===== src/rtl/puf_crp_controller.sv =====
// puf_crp_controller: challenge/response sequencer for a ring-oscillator PUF with per-bit majority vote; define PUF_UNSTABLE_FLAG_EN to add rsp_unstable
module puf_crp_controller #(
  parameter int CW            = 8,
  parameter int RW            = 8,
  parameter int SETTLE_CYCLES = 16,
  parameter int NUM_SAMPLES   = 7,
  parameter int SAMPLE_GAP    = 4
) (
  input  logic          clk,
  input  logic          reset,
  input  logic          req_valid,
  output logic          req_ready,
  input  logic [CW-1:0] req_challenge,
  output logic [CW-1:0] puf_challenge,
  output logic          puf_reset,
  input  logic [RW-1:0] puf_response,
  output logic          rsp_valid,
  input  logic          rsp_ready,
  output logic [RW-1:0] rsp_response,
  output logic [CW-1:0] rsp_challenge,
`ifdef PUF_UNSTABLE_FLAG_EN
  output logic [RW-1:0] rsp_unstable,
`endif
  output logic          busy
);
  localparam int CNTW = $clog2(NUM_SAMPLES + 1);
  localparam logic [15:0] SETTLE_LAST = 16'(SETTLE_CYCLES - 1);
  localparam logic [15:0] GAP_LAST = 16'(SAMPLE_GAP > 0 ? SAMPLE_GAP - 1 : 0);
  localparam logic [CNTW-1:0] LAST_SAMPLE = CNTW'(NUM_SAMPLES - 1);
  localparam logic [CNTW-1:0] HALF = CNTW'(NUM_SAMPLES / 2);
  localparam logic [CNTW-1:0] ALL = CNTW'(NUM_SAMPLES);
  typedef enum logic [2:0] {IDLE, PUF_RST, SETTLE, SAMPLE, GAP, VOTE, OUT} state_t;
  state_t                  state_q, state_d;
  logic [15:0]             timer_q, timer_d;
  logic [CNTW-1:0]         sample_q, sample_d;
  logic [RW-1:0][CNTW-1:0] ones_q, ones_d;
  logic [RW-1:0]           sync1_q, sync2_q;
  logic [CW-1:0]           chal_q, chal_d;
  logic [RW-1:0]           resp_q, resp_d;
  logic [CW-1:0]           rchal_q, rchal_d;
`ifdef PUF_UNSTABLE_FLAG_EN
  logic [RW-1:0]           unst_q, unst_d;
  assign rsp_unstable = unst_q;
`endif
  assign req_ready     = state_q == IDLE;
  assign busy          = state_q != IDLE;
  assign rsp_valid     = state_q == OUT;
  assign puf_reset     = reset || state_q == PUF_RST;
  assign puf_challenge = chal_q;
  assign rsp_response  = resp_q;
  assign rsp_challenge = rchal_q;
  // free-running two-flop synchronizer for the asynchronous PUF response
  always_ff @(posedge clk or posedge reset) begin
    if (reset) begin
      sync1_q <= '0;
      sync2_q <= '0;
    end else begin
      sync1_q <= puf_response;
      sync2_q <= sync1_q;
    end
  end
  // sequence state, counters and output registers
  always_ff @(posedge clk or posedge reset) begin
    if (reset) begin
      state_q  <= IDLE;
      timer_q  <= '0;
      sample_q <= '0;
      ones_q   <= '0;
      chal_q   <= '0;
      resp_q   <= '0;
      rchal_q  <= '0;
`ifdef PUF_UNSTABLE_FLAG_EN
      unst_q   <= '0;
`endif
    end else begin
      state_q  <= state_d;
      timer_q  <= timer_d;
      sample_q <= sample_d;
      ones_q   <= ones_d;
      chal_q   <= chal_d;
      resp_q   <= resp_d;
      rchal_q  <= rchal_d;
`ifdef PUF_UNSTABLE_FLAG_EN
      unst_q   <= unst_d;
`endif
    end
  end
  // next state: timed settle/gap waits, per-bit ones counting, majority vote on the final tally
  always_comb begin
    state_d  = state_q;
    timer_d  = '0;
    sample_d = sample_q;
    ones_d   = ones_q;
    chal_d   = chal_q;
    resp_d   = resp_q;
    rchal_d  = rchal_q;
`ifdef PUF_UNSTABLE_FLAG_EN
    unst_d   = unst_q;
`endif
    case (state_q)
      IDLE: if (req_valid) begin
        chal_d   = req_challenge;
        sample_d = '0;
        ones_d   = '0;
        state_d  = PUF_RST;
      end
      PUF_RST: state_d = SETTLE;
      SETTLE: if (timer_q == SETTLE_LAST) state_d = SAMPLE;
              else timer_d = timer_q + 16'd1;
      SAMPLE: begin
        for (int i = 0; i < RW; i++) ones_d[i] = ones_q[i] + CNTW'(sync2_q[i]);
        sample_d = sample_q + CNTW'(1);
        state_d  = sample_q == LAST_SAMPLE ? VOTE : (SAMPLE_GAP == 0 ? SAMPLE : GAP);
      end
      GAP: if (timer_q == GAP_LAST) state_d = SAMPLE;
           else timer_d = timer_q + 16'd1;
      VOTE: begin
        for (int i = 0; i < RW; i++) begin
          resp_d[i] = ones_q[i] > HALF;
`ifdef PUF_UNSTABLE_FLAG_EN
          unst_d[i] = ones_q[i] != '0 && ones_q[i] != ALL;
`endif
        end
        rchal_d = chal_q;
        state_d = OUT;
      end
      OUT: if (rsp_ready) state_d = IDLE;
      default: state_d = IDLE;
    endcase
  end
endmodule


===== config.mk =====
export PLATFORM = sky130hd
export DESIGN_NAME = puf_crp_controller
export DESIGN_NICKNAME = d
export VERILOG_FILES = /design/src/rtl/puf_crp_controller.sv
export SDC_FILE = /design/constraint.sdc
export NUM_CORES = 1
export LEC_CHECK = 0
export ABC_CLOCK_PERIOD_IN_PS = 9100
export CAP_MARGIN = 25
export CORE_ASPECT_RATIO = 1.5
export CORE_MARGIN = 5
export CORE_UTILIZATION = 45
export CTS_BUF_LIST = sky130_fd_sc_hd__clkbuf_8
export CTS_CLUSTER_SIZE = 25
export DETAILED_ROUTE_END_ITERATION = 16
export PLACE_DENSITY = 0.67
export SLEW_MARGIN = 30
export SYNTH_ARGS = -nofsm -noshare
export SYNTH_HDL_FRONTEND = slang
export SYNTH_SLANG_ARGS = --single-unit

===== constraint.sdc =====
create_clock -name clk -period 9.1 [get_ports clk]
set_clock_uncertainty 0.2 [all_clocks]
set_input_delay 2.275 -clock clk [delete_from_list [all_inputs] [get_ports clk]]
set_output_delay 2.275 -clock clk [all_outputs]
set_load 0.05 [all_outputs]

==> metrics.md <==
| Metric | Value |
|---|---|
| Status | `completed` |
| Number of global-route vias before repair | `around 2,500` |
| Gr busiest metal | `met2` |
| Max Root-Sink Buffers | `2` |
| Post-route design area | `4440 sq um` |
| Tcrit/Tclk final | `between 70% and 80%` |
| PostCTS Resize Cnt | `0` |
| H-Tree Depth | `3` |
| Simple logic cell fraction of the synthesized area | `between 10% and 20%` |
| Area delta synth->final | `21.2%` |
| Register area share after synthesis | `a little under 60%` |
| Dpl cells | `468` |
| Cell Pwr Density | `around 320 nW/um^2` |
| Mapped Area | `3670 sq um` |
| Leading cell type in the layout, fill and taps excluded | `dfrtp_1` |
| # IOs | `48` |
| Final Critical Period | `6.57 ns` |
| Cell count after synthesis | `325` |
| Setup crit end kind | `primary output` |
| Initial antenna violation count | `0` |
| Mux share of post-synthesis cell area | `under 10%` |
| Clk pwr share | `roughly 18%` |
| Setup TNS | `0 ns` |
| HPWL Detailed | `between 4 and 5 mm` |
| Clock Latency Late Sink | `0.35 ns` |
| MaxCap Viol Count | `0` |
| Final ANT Viol Nets | `0` |
| Sw Pwr | `between 0.5 and 0.6 mW` |
| Total GRT Usage | `between 10% and 20%` |
| Synth Warn # | `0` |
| Most frequent cells in the layout | `dfrtp_1 (86), nand2_1 (50), clkdlybuf4s50_1 (47)` |
| Setup Fix Bufs, Post-CTS | `0` |
| Unrepaired setup endpoints after global routing | `no` |
| Routed wire length per instance | `~14 microns` |
| Worst hold path class | `reg -> reg` |
| Main combinational cell family by area after synthesis | `simple AND/OR/NAND/NOR gates` |
| Final setup vio count | `0` |
| Mean Syn Cell Area | `between 10 and 15 sq um` |
| Req. time, crit path | `between 6 and 7 ns` |
| Synth cell types | `29` |
| Chip width | `around 84 microns` |
| CTS root buffer | `clkbuf_8` |
| FF+latch count, synth | `86` |
| Max Clock Freq | `152 MHz` |
| Post-Synth XOR/XNOR Area | `~3.3%` |
| Critical Path AT | `about 4.1 ns` |
| Nets | `414` |
| Routing usage on met3 | `2.79%` |
| Post-Syn Nets | `around 370` |
| Detailed Route WL | `between 6 and 7 mm` |
| CTS tree | `built` |
| Global routing usage on met2 | `between 20% and 30%` |
| Met1 Resource Use GR | `between 15 and 20%` |
| Slew @ Worst Pin | `0.924 ns` |
| Die ar. | `roughly 10,000 sq um` |
| Largest fanout on the critical path | `22` |
| Port Buf Inserts | `47` |
| Final hold vios | `0` |
| 1st-pass router iterations | `5` |
| Clk slew on worst S/H paths | `roughly 0.080 ns` |
| Relative slew slack | `around two fifths` |
| Hold Slack | `0.151 ns` |
| Starting density of the core | `45.8%` |
| Hold buffers post-CTS | `0` |
| Layout Cells excl Fill | `483` |
| Clock Sinks | `between 80 and 90` |
| Compound-Gate Fraction of Synth Area | `7.24%` |
| Adder-cell area share of the yosys netlist | `slightly below 7%` |
| Max VDD drop | `between 0.0001 and 0.00015 V` |
| Setup CP Type | `in -> out` |
| Starting DRT DRC Count | `98` |
| Fin util | `a little under three fifths` |
| Area leader, netlist | `dfrtp_1` |
| Slew Limit Fails | `0` |
| Startpoint Class | `input pin` |
| Rows | `40` |
| Switching share of power | `41.1%` |
| Layout cells sized above 1 | `approximately an eighth` |
| Comb power frac | `between 40% and 50%` |
| Grt ovf | `0` |
| Num CTS Buffers | `9` |
| Vias per cell | `~5.1` |
| Reg power frac | `approximately 40%` |
| Yosys top cell area share | `between 50% and 60%` |
| Global-route wire length before repair | `about 11 mm` |
| Vias | `between 2,000 and 2,500` |
| Cell-internal power | `approximately 0.84 mW` |
| DRC errors left | `0` |
| Largest net degree at the start of global routing | `67` |
| DP Area | `~4300 sq um` |
| Die Ht | `121 microns` |
| Leakage | `1.99 nW` |
| Diode count | `0` |
| Top cells by area in the synthesized netlist | `dfrtp_1 (59%), mux2_2 (7.4%), ha_1 (6.8%), o21ai_0 (5.3%), nand2_1 (5.1%)` |
| RePlAce Congestion | `between 0.7 and 0.8` |
| Core area | `approximately 8000 sq um` |
## stage by stage
stage | total power, mW | worst slack, ns
after detailed placement | 1.18 | 2.48
after global placement | 1.15 | 2.49
after CTS | 1.44 | 2.47
final | 1.42 | 2.53
after floorplan | 0.983 | 1.19
after global routing | 1.51 | 2.38
## routing by layer
metal  vias to the layer above  share of wire (%)
li1                       1204                  -
met1                      1188                 42
met2                        48                 51
met3                        17                3.8
met4                         0                3.5
met5                         -                  0
## final timing paths
path | startpoint | to | cells after the start | slack [ns]
max | reset | puf_reset | 4 | 2.53
min | sync1_q[1]$_DFF_PP0_ | sync2_q[1]$_DFF_PP0_ | 0 | 0.15
max reg2reg | timer_q[6]$_DFF_PP0_ | state_q[0]$_DFFE_PP0P_ | 4 | 6.62
min reg2reg | sync1_q[1]$_DFF_PP0_ | sync2_q[1]$_DFF_PP0_ | 0 | 0.15
max in group asynchronous | reset | sync2_q[1]$_DFF_PP0_ | 3 | 5.55
min in group asynchronous | reset | rsp_challenge[6]$_DFFE_PP0P_ | 2 | 2.01
## flip-flops by register name, summed over array words and instances, names as in the netlist
name and flops:
ones_q 24, timer_q 16, puf_challenge 8, rsp_challenge 8, rsp_response 8, sync1_q 8
sync2_q 8, sample_q 3, state_q 3
## critical path, stage by stage
cell             delay [ns]
clkdlybuf4s50_1        0.49
clkinv_2               0.31
o21ai_0                0.19
clkdlybuf4s50_1        0.83
## kinds of logic (layout without fill, tap and decap cells)
family                     after synthesis  count (layout)
AOI/OAI and AO/OA                       47              47
xor gates and xnor gates                14              14
adders and majority gates               20              20
buffers and inverters                   19              72
DFF                                     86              86
muxes                                   24              24
and+or+nand+nor                        115             115
## final cells by class
cell class                 count  area [sq um]
clock buffer                  10           138
sequential                    86          2150
clock inverter                 5          51.3
multi-input combinational    220          1450
tap                          105           131
fill                         695          3570
timing repair buffer          50           497
inverter                       7          27.5
## power groups by stage
stage,logic (mW),registers [mW],clock network [mW]
detailed placement,0.605,0.571,0
CTS,0.608,0.564,0.269
floorplan,0.260,0.722,0
global placement,0.589,0.564,0
global route,0.650,0.577,0.281
finish,0.597,0.563,0.260
## Yosys cell counts
cell and number:
a21oi_1 4, a22oi_1 1, a2bb2oi_4 1, and3b_1 1, buf_6 1, clkbuf_1 11
dfrtp_1 86, ha_1 20, inv_1 7, mux2_2 24, nand2_1 50, nand2b_1 2
nand3_1 7, nand3b_1 1, nand4_1 3, nor2_1 32, nor2b_1 1, nor3_1 5
nor4_1 6, nor4b_2 1, o211a_1 1, o21ai_0 39, o22ai_1 1, or3_1 1
or3b_2 1, or4_1 2, or4_4 2, xnor2_1 13, xor2_1 1
No activity file was read; power rests on OpenSTA's default activity.
